**src/rtl/nes_bus_pkg.sv**
```systemverilog
// nes_bus_pkg: shared CPU-bus addresses and the sprite DMA state type
package nes_bus_pkg;

    localparam logic [15:0] OAMDMA_ADDR  = 16'h4014;
    localparam logic [15:0] OAMDATA_ADDR = 16'h2004;

    typedef enum logic [2:0] {
        IDLE,
        HALT,
        ALIGN,
        READ,
        WRITE
    } dma_state_t;

endpackage

```
**src/rtl/oam_dma.sv**
```systemverilog
// oam_dma: halts the CPU and copies one 256-byte page to OAMDATA
module oam_dma
    import nes_bus_pkg::*;
#(
    parameter logic [15:0] OAMDMA_REG  = OAMDMA_ADDR,
    parameter logic [15:0] OAMDATA_REG = OAMDATA_ADDR
) (
    input  logic        clk,
    input  logic        reset_n,
    input  logic        cpu_ce,
    input  logic [15:0] cpu_addr,
    input  logic        cpu_we,
    input  logic [7:0]  cpu_wdata,
    input  logic [7:0]  bus_rdata,
    output logic [15:0] bus_addr,
    output logic        bus_we,
    output logic [7:0]  bus_wdata,
    output logic        cpu_rdy,
    output logic        dma_active
);

    dma_state_t r_state;
    logic       r_parity;
    logic [7:0] r_page;
    logic [7:0] r_count;
    logic [7:0] r_byte_q;
    logic       w_idle;

    assign w_idle = (r_state == IDLE);

    // Bus is a CPU pass-through when idle; otherwise the engine drives it
    always_comb begin
        bus_addr   = w_idle ? cpu_addr :
                     (r_state == WRITE) ? OAMDATA_REG :
                     {r_page, (r_state == READ) ? r_count : 8'h00};
        bus_we     = w_idle ? cpu_we : (r_state == WRITE);
        bus_wdata  = w_idle ? cpu_wdata : r_byte_q;
        cpu_rdy    = w_idle;
        dma_active = !w_idle;
    end

    // Transfer FSM; everything freezes on cycles without cpu_ce
    always_ff @(posedge clk or negedge reset_n) begin
        if (!reset_n) begin
            r_state  <= IDLE;
            r_parity <= 1'b0;
            r_page   <= 8'h00;
            r_count  <= 8'h00;
            r_byte_q <= 8'h00;
        end else if (cpu_ce) begin
            r_parity <= ~r_parity;
            case (r_state)
                IDLE: begin
                    if (cpu_we && cpu_addr == OAMDMA_REG) begin
                        r_page  <= cpu_wdata;
                        r_count <= 8'h00;
                        r_state <= HALT;
                    end
                end
                // parity flips this cycle, so current 1 means next cycle is a get cycle
                HALT:  r_state <= r_parity ? READ : ALIGN;
                ALIGN: r_state <= READ;
                READ: begin
                    r_byte_q <= bus_rdata;
                    r_state  <= WRITE;
                end
                WRITE: begin
                    if (r_count == 8'hFF) begin
                        r_state <= IDLE;
                    end else begin
                        r_count <= r_count + 8'd1;
                        r_state <= READ;
                    end
                end
                default: r_state <= IDLE;
            endcase
        end
    end

endmodule

```
**config.mk**
```make
export PLATFORM = sky130hd
export DESIGN_NAME = oam_dma
export DESIGN_NICKNAME = d
export VERILOG_FILES = /design/src/rtl/nes_bus_pkg.sv /design/src/rtl/oam_dma.sv
export SDC_FILE = /design/constraint.sdc
export NUM_CORES = 1
export LEC_CHECK = 0
export BUFFER_PORTS_ARGS = -buffer_cell sky130_fd_sc_hd__buf_2
export CAP_MARGIN = 20
export CORE_ASPECT_RATIO = 0.75
export CORE_UTILIZATION = 52
export DETAILED_ROUTE_END_ITERATION = 8
export GPL_TIMING_DRIVEN = 0
export PLACE_DENSITY = 0.84
export SLEW_MARGIN = 20
export SYNTH_ARGS = -nofsm -noshare
export SYNTH_HDL_FRONTEND = slang
export SYNTH_SLANG_ARGS = --single-unit
```
**constraint.sdc**
```tcl
create_clock -name clk -period 3.9 [get_ports clk]
set_input_delay 0.195 -clock clk [delete_from_list [all_inputs] [get_ports clk]]
set_output_delay 0.195 -clock clk [all_outputs]
set_load 0.1 [all_outputs]
```
==> out/results.txt, run 1 <==
drt total wl -> 4249 um
cell taking the most area after synthesis -> dfrtp_1
share of cells above drive strength 1 -> 40.59%
Non-Filler Instances -> 277
Max stage delay on crit path -> 500 ps
first-pass GRT wire length -> 6520 um
Synth Net Count -> 210
Vias/cell -> 5.661
# clock sinks -> 28
worst r2r path cells -> 5
Critical Path RT -> 3700 ps
die area -> 3425 um^2
cell count after synthesis -> 173
largest cells by area after synthesis -> dfrtp_1 42%, mux2_2 16%, nand2_1 6.3%
buffer count from post-CTS setup fixing -> 0
Critical R2R Launch -> r_state[0]
outcome -> complete, no violations
mean routed wirelength per cell -> 15.34 um
type of the worst setup path -> reg -> out
CTS H-Tree Depth -> 1
Crit. End Element -> primary output
unrepaired setup endpoints after global routing -> no
ys flop type -> dfrtp_1
Vias -> 1568
Placeable Area -> 2999 um^2
GRT Total Usage -> 25.69%
Top cell by count, worst path -> buf_2
Post-Syn Area -> 1660 um^2
FF/Latch Area -> 700.7 um^2
Hold Fails Final Rpt -> 0
clk root buf -> clkbuf_8
number of I/O pins -> 63
WHS -> 140.7 ps
Slew @ Worst Pin -> 612.0 ps
post-synthesis sequential area ratio -> 42.20%
critical-path cell list -> buf_2 -> nor3_2 -> clkbuf_1 -> mux2_2 -> buf_2
antenna-violating nets left -> 0
initial drt markers -> 129
top cell type's share of synthesized area -> 42.20%
Hold Startpoint -> bus_rdata[0]
CTS max path bufs -> 2
Final nets -> 277
DRC violations left -> 0
Synth cell types -> 36
Post-synth ARST share -> 100.0%
clock-pin slew on the worst setup and hold paths -> 100 ps
Chip Height -> 50.94 um
final setup skew -> 5.362 ps
Pre-Repair DR Iteration Count -> 4
die width -> 67.25 um
Port Buf Inserts -> 61
DPL Wire Length -> 3157 um
# diodes -> 0
Worst R2R Setup Slack -> 1890 ps
delay-heaviest family, CP -> buffers and inverters
commonest cells in the synthesized netlist -> 28 x dfrtp_1, 28 x nand2_1, 24 x mux2_2
CP Max Fanout -> 10
setup TNS -> 0 ps
initial core utilization -> 55.36%
max cap viols -> 0
crit path time final -> 2514 ps
vias in the first global route -> 1381
footprint of the multi-input gates -> 903.4 um^2
initial antenna violation count -> 0
largest net degree at the start of global routing -> 29
Ys Warns -> 0
# fillers -> 245
min-delay worst type -> in -> reg
Clock Latency Late Sink -> 280 ps
Slew Viols, Final -> 0
Post-synth EDFFs -> 0
Synth Register Bits -> 28
worst flop-to-flop path endpoint -> r_page[3]
Num CTS Buffers -> 3
Fmax -> 0.3977 GHz
WP data arrival -> 2320 ps
Routability Congestion -> 0.8467
Syn-to-layout area delta -> 26.15%
Tcrit/Tclk final -> 64.47%
# setup viols final -> 0
crit path launch type -> register
worst path bufs/invs -> 3
Post-Syn Area per Cell -> 9.597 um^2
Hold Path Depth -> 2
post-placement cell count -> 272
site row count -> 17
CTS tree -> done
Worst slew margin -> 59.05%
Worst path slowest cell -> clkbuf_1
global route overflow -> 0
hold path endpoint -> r_byte_q[0]
-- worst max-delay path by stage --
stage	cells past startpoint	slack, ps	endpoint	start
finish	5	1390	bus_wdata[6]	r_state[0]
global route	7	1300	bus_addr[14]	r_state[0]
floorplan	5	440	bus_addr[14]	r_state[0]
CTS	5	1400	bus_wdata[6]	r_state[0]
global placement	5	1790	bus_wdata[2]	r_state[0]
detailed placement	5	1720	bus_wdata[6]	r_state[0]
-- per-stage QoR --
stage               setup slack (ps)  area (um^2)  util (%)
floorplan                      443.2         1660         -
global placement                1786         2013     67.13
finish                          1386         2095     69.84
global route                    1303         2095     69.84
CTS                             1399         2095     69.84
detailed placement              1720         2013     67.13
-- per-layer routing --
layer | track usage (%) | part of all wire (%) | routed length [um]
met5 | 0 | 0 | 0
met2 | 42.33 | 49 | 2088
met4 | 2.482 | 0.54 | 23
met1 | 35.45 | 45 | 1913
met3 | 5.804 | 5.2 | 222
-- logic make-up after synthesis --
| logic type | count (synthesis) | synth area share, % |
|---|---|---|
| xor+xnor | 1 | 0.5276 |
| flops | 28 | 42.20 |
| simple gates | 63 | 19.14 |
| mux | 24 | 16.28 |
| compound gates | 42 | 17.71 |
| buf+inv | 14 | 3.391 |
| fa+ha+maj | 1 | 0.7535 |
-- registers in the layout, indices dropped and copies added (netlist names) --
| register | cells |
|---|---|
| r_state | 3 |
| r_byte_q | 8 |
| r_parity | 1 |
| r_count | 8 |
| r_page | 8 |
-- repair_timing --
action / CTS / global route
hold buffers: 1 / 0
endpoints found under the hold margin: 28 / 0
gates resized for setup: 0 / 0
-- cell usage in the layout, fill, tap and decap left out, types with 2 or more instances in the layout --
| cell | instances |
|---|---|
| and2_1 | 2 |
| o211ai_1 | 4 |
| o41a_1 | 2 |
| dfrtp_1 | 28 |
| mux2_2 | 24 |
| o31a_1 | 3 |
| nor2_1 | 11 |
| clkbuf_8 | 3 |
| nand4_1 | 3 |
| nor4b_1 | 2 |
| o21ai_0 | 18 |
| inv_1 | 5 |
| buf_2 | 63 |
| o211a_1 | 2 |
| nand2_1 | 28 |
| a22oi_1 | 7 |
| clkbuf_1 | 5 |
| nand3_1 | 8 |
-- area by class of cell --
| cell class | count | area share [%] |
|---|---|---|
| Tap cell | 38 | 2.270 |
| Clock inverter | 1 | 1.434 |
| Clock buffer | 3 | 1.971 |
| Inverter | 6 | 1.075 |
| Timing Repair Buffer | 62 | 15.05 |
| Multi-Input combinational cell | 131 | 43.13 |
| Buffer | 8 | 1.613 |
| Sequential cell | 28 | 33.45 |
-- worst reg2reg max path, cell delays in order, from the launching register on --
cell and delay [ps]:
dfrtp_1 360, buf_2 180, nor3_2 290, nand2_1 160, nor3_4 510, mux2_2 400
Power of run 1 is not shown: default switching activity piles up to over one toggle a cycle in this logic, so the estimate is an artifact.
==> run 2, diff against run 1 <==
- CORE_UTILIZATION: 52 -> 44
- PLACE_DENSITY: 0.84 -> 0.76
- clock period: 3.9 -> 2.3 ns (I/O delays scaled with it)
==> out/results.txt, run 2 (synthesis results as in run 1) <==
outcome -> complete, no violations
Pre-Repair DR Iteration Count -> 4
first-pass GRT wire length -> 7265 um
Port Buf Inserts -> 61
# diodes -> 0
commonest cells after routing, fill and taps aside -> 54 x buf_2, 28 x nand2_1, 28 x dfrtp_1, 24 x mux2_2, 11 x o21ai_0
clock-pin slew on the worst setup and hold paths -> 100 ps
Final nets -> 277
commonest non-fill, non-tap cell in the layout -> buf_2
unrepaired setup endpoints after global routing -> no
final worst setup slack -> 120.4 ps
Slew Viols, Final -> 0
Worst slew margin -> 53.27%
Syn-to-layout area delta -> 28.94%
vias in the first global route -> 1429
initial drt markers -> 186
Vias/cell -> 5.360
initial antenna violation count -> 0
Vias -> 1549
dpl ws -> 248.9 ps
CP Max Fanout -> 10
site row count -> 18
max cap viols -> 0
setup TNS -> 0 ps
# fillers -> 320
mean routed wirelength per cell -> 15.24 um
GRT Total Usage -> 23.72%
min-delay worst type -> in -> reg
Placeable Area -> 3446 um^2
DPL Wire Length -> 3365 um
DRC violations left -> 0
Chip Height -> 55.20 um
die width -> 72.93 um
crit path launch type -> register
# clock sinks -> 28
CTS max path bufs -> 2
Num CTS Buffers -> 3
number of I/O pins -> 63
type of the worst setup path -> reg -> out
CTS H-Tree Depth -> 1
Largest regs -> r_byte_q x8, r_count x8, r_page x8
die area -> 4026 um^2
Hold Fails Final Rpt -> 0
WP data arrival -> 2060 ps
# setup viols final -> 0
Core Util, Final -> 62.13%
global route overflow -> 0
drt total wl -> 4403 um
initial core utilization -> 48.18%
share of cells above drive strength 1 -> 44.77%
largest net degree at the start of global routing -> 29
Fmax -> 0.4588 GHz
antenna-violating nets left -> 0
final setup skew -> 8.069 ps
crit path time final -> 2180 ps
Tcrit/Tclk final -> 94.76%
Routability Congestion -> 0.8305
clk root buf -> clkbuf_8
Clock Latency Late Sink -> 290 ps
buffer count from post-CTS setup fixing -> 0
CTS tree -> done
Crit. End Element -> primary output
Critical Path RT -> 2180 ps
Slew @ Worst Pin -> 695.6 ps
## run 2: worst max-delay path: stages (launching register included)
cell and delay, ps:
dfrtp_1 370, buf_2 180, nor3_2 290, clkbuf_4 300, mux2_2 350, buf_2 290
## run 2: cell type report
type	count	area [um^2]	area share, %
Sequential cell	28	700.7	32.73
Timing Repair Buffer	62	337.8	15.78
Buffer	8	38.79	1.812
Inverter	6	22.52	1.052
Multi-Input combinational cell	131	923.4	43.13
Clock buffer	4	55.05	2.572
Tap cell	50	62.56	2.922
## run 2: per-layer routing
layer,routed length (um),vias to the layer above,part of all wire [%],GRT usage [%]
met3,183,5,4.2,4.380
met2,2087,38,47,36.72
li1,-,765,-,-
met4,46,0,1.0,5.882
met1,2086,741,47,34.19
met5,0,-,0,0
## run 2: metrics by stage
step / std cells / area (um^2) / hold WS, ps
2_1_floorplan: 173 / 1679 / -180.6
3_3_place_gp: 284 / 2047 / 168.0
6_report: 289 / 2141 / 51.80
4_1_cts: 289 / 2132 / 54.39
5_1_grt: 289 / 2141 / 49.62
3_5_place_dp: 284 / 2047 / 175.5
## run 2: worst paths after layout
kind | from | endpoint | slack, ps | depth (start not counted)
max | r_state[0] | bus_wdata[2] | 120 | 5
min | bus_rdata[4] | r_byte_q[4] | 50 | 2
max reg2reg | r_state[0] | r_page[6] | 300 | 5
min reg2reg | r_parity | r_parity | 480 | 1
max in group asynchronous | reset_n | r_count[4] | 1510 | 2
min in group asynchronous | reset_n | r_byte_q[2] | 370 | 2
## run 2: timing repair
item,in CTS,in global routing
gates resized for setup,8,6
hold buffers,1,0
endpoints found under the hold margin,28,0
setup endpoints to repair,8,19
pin swaps,0,0
Power of run 2 is left out for the same reason.
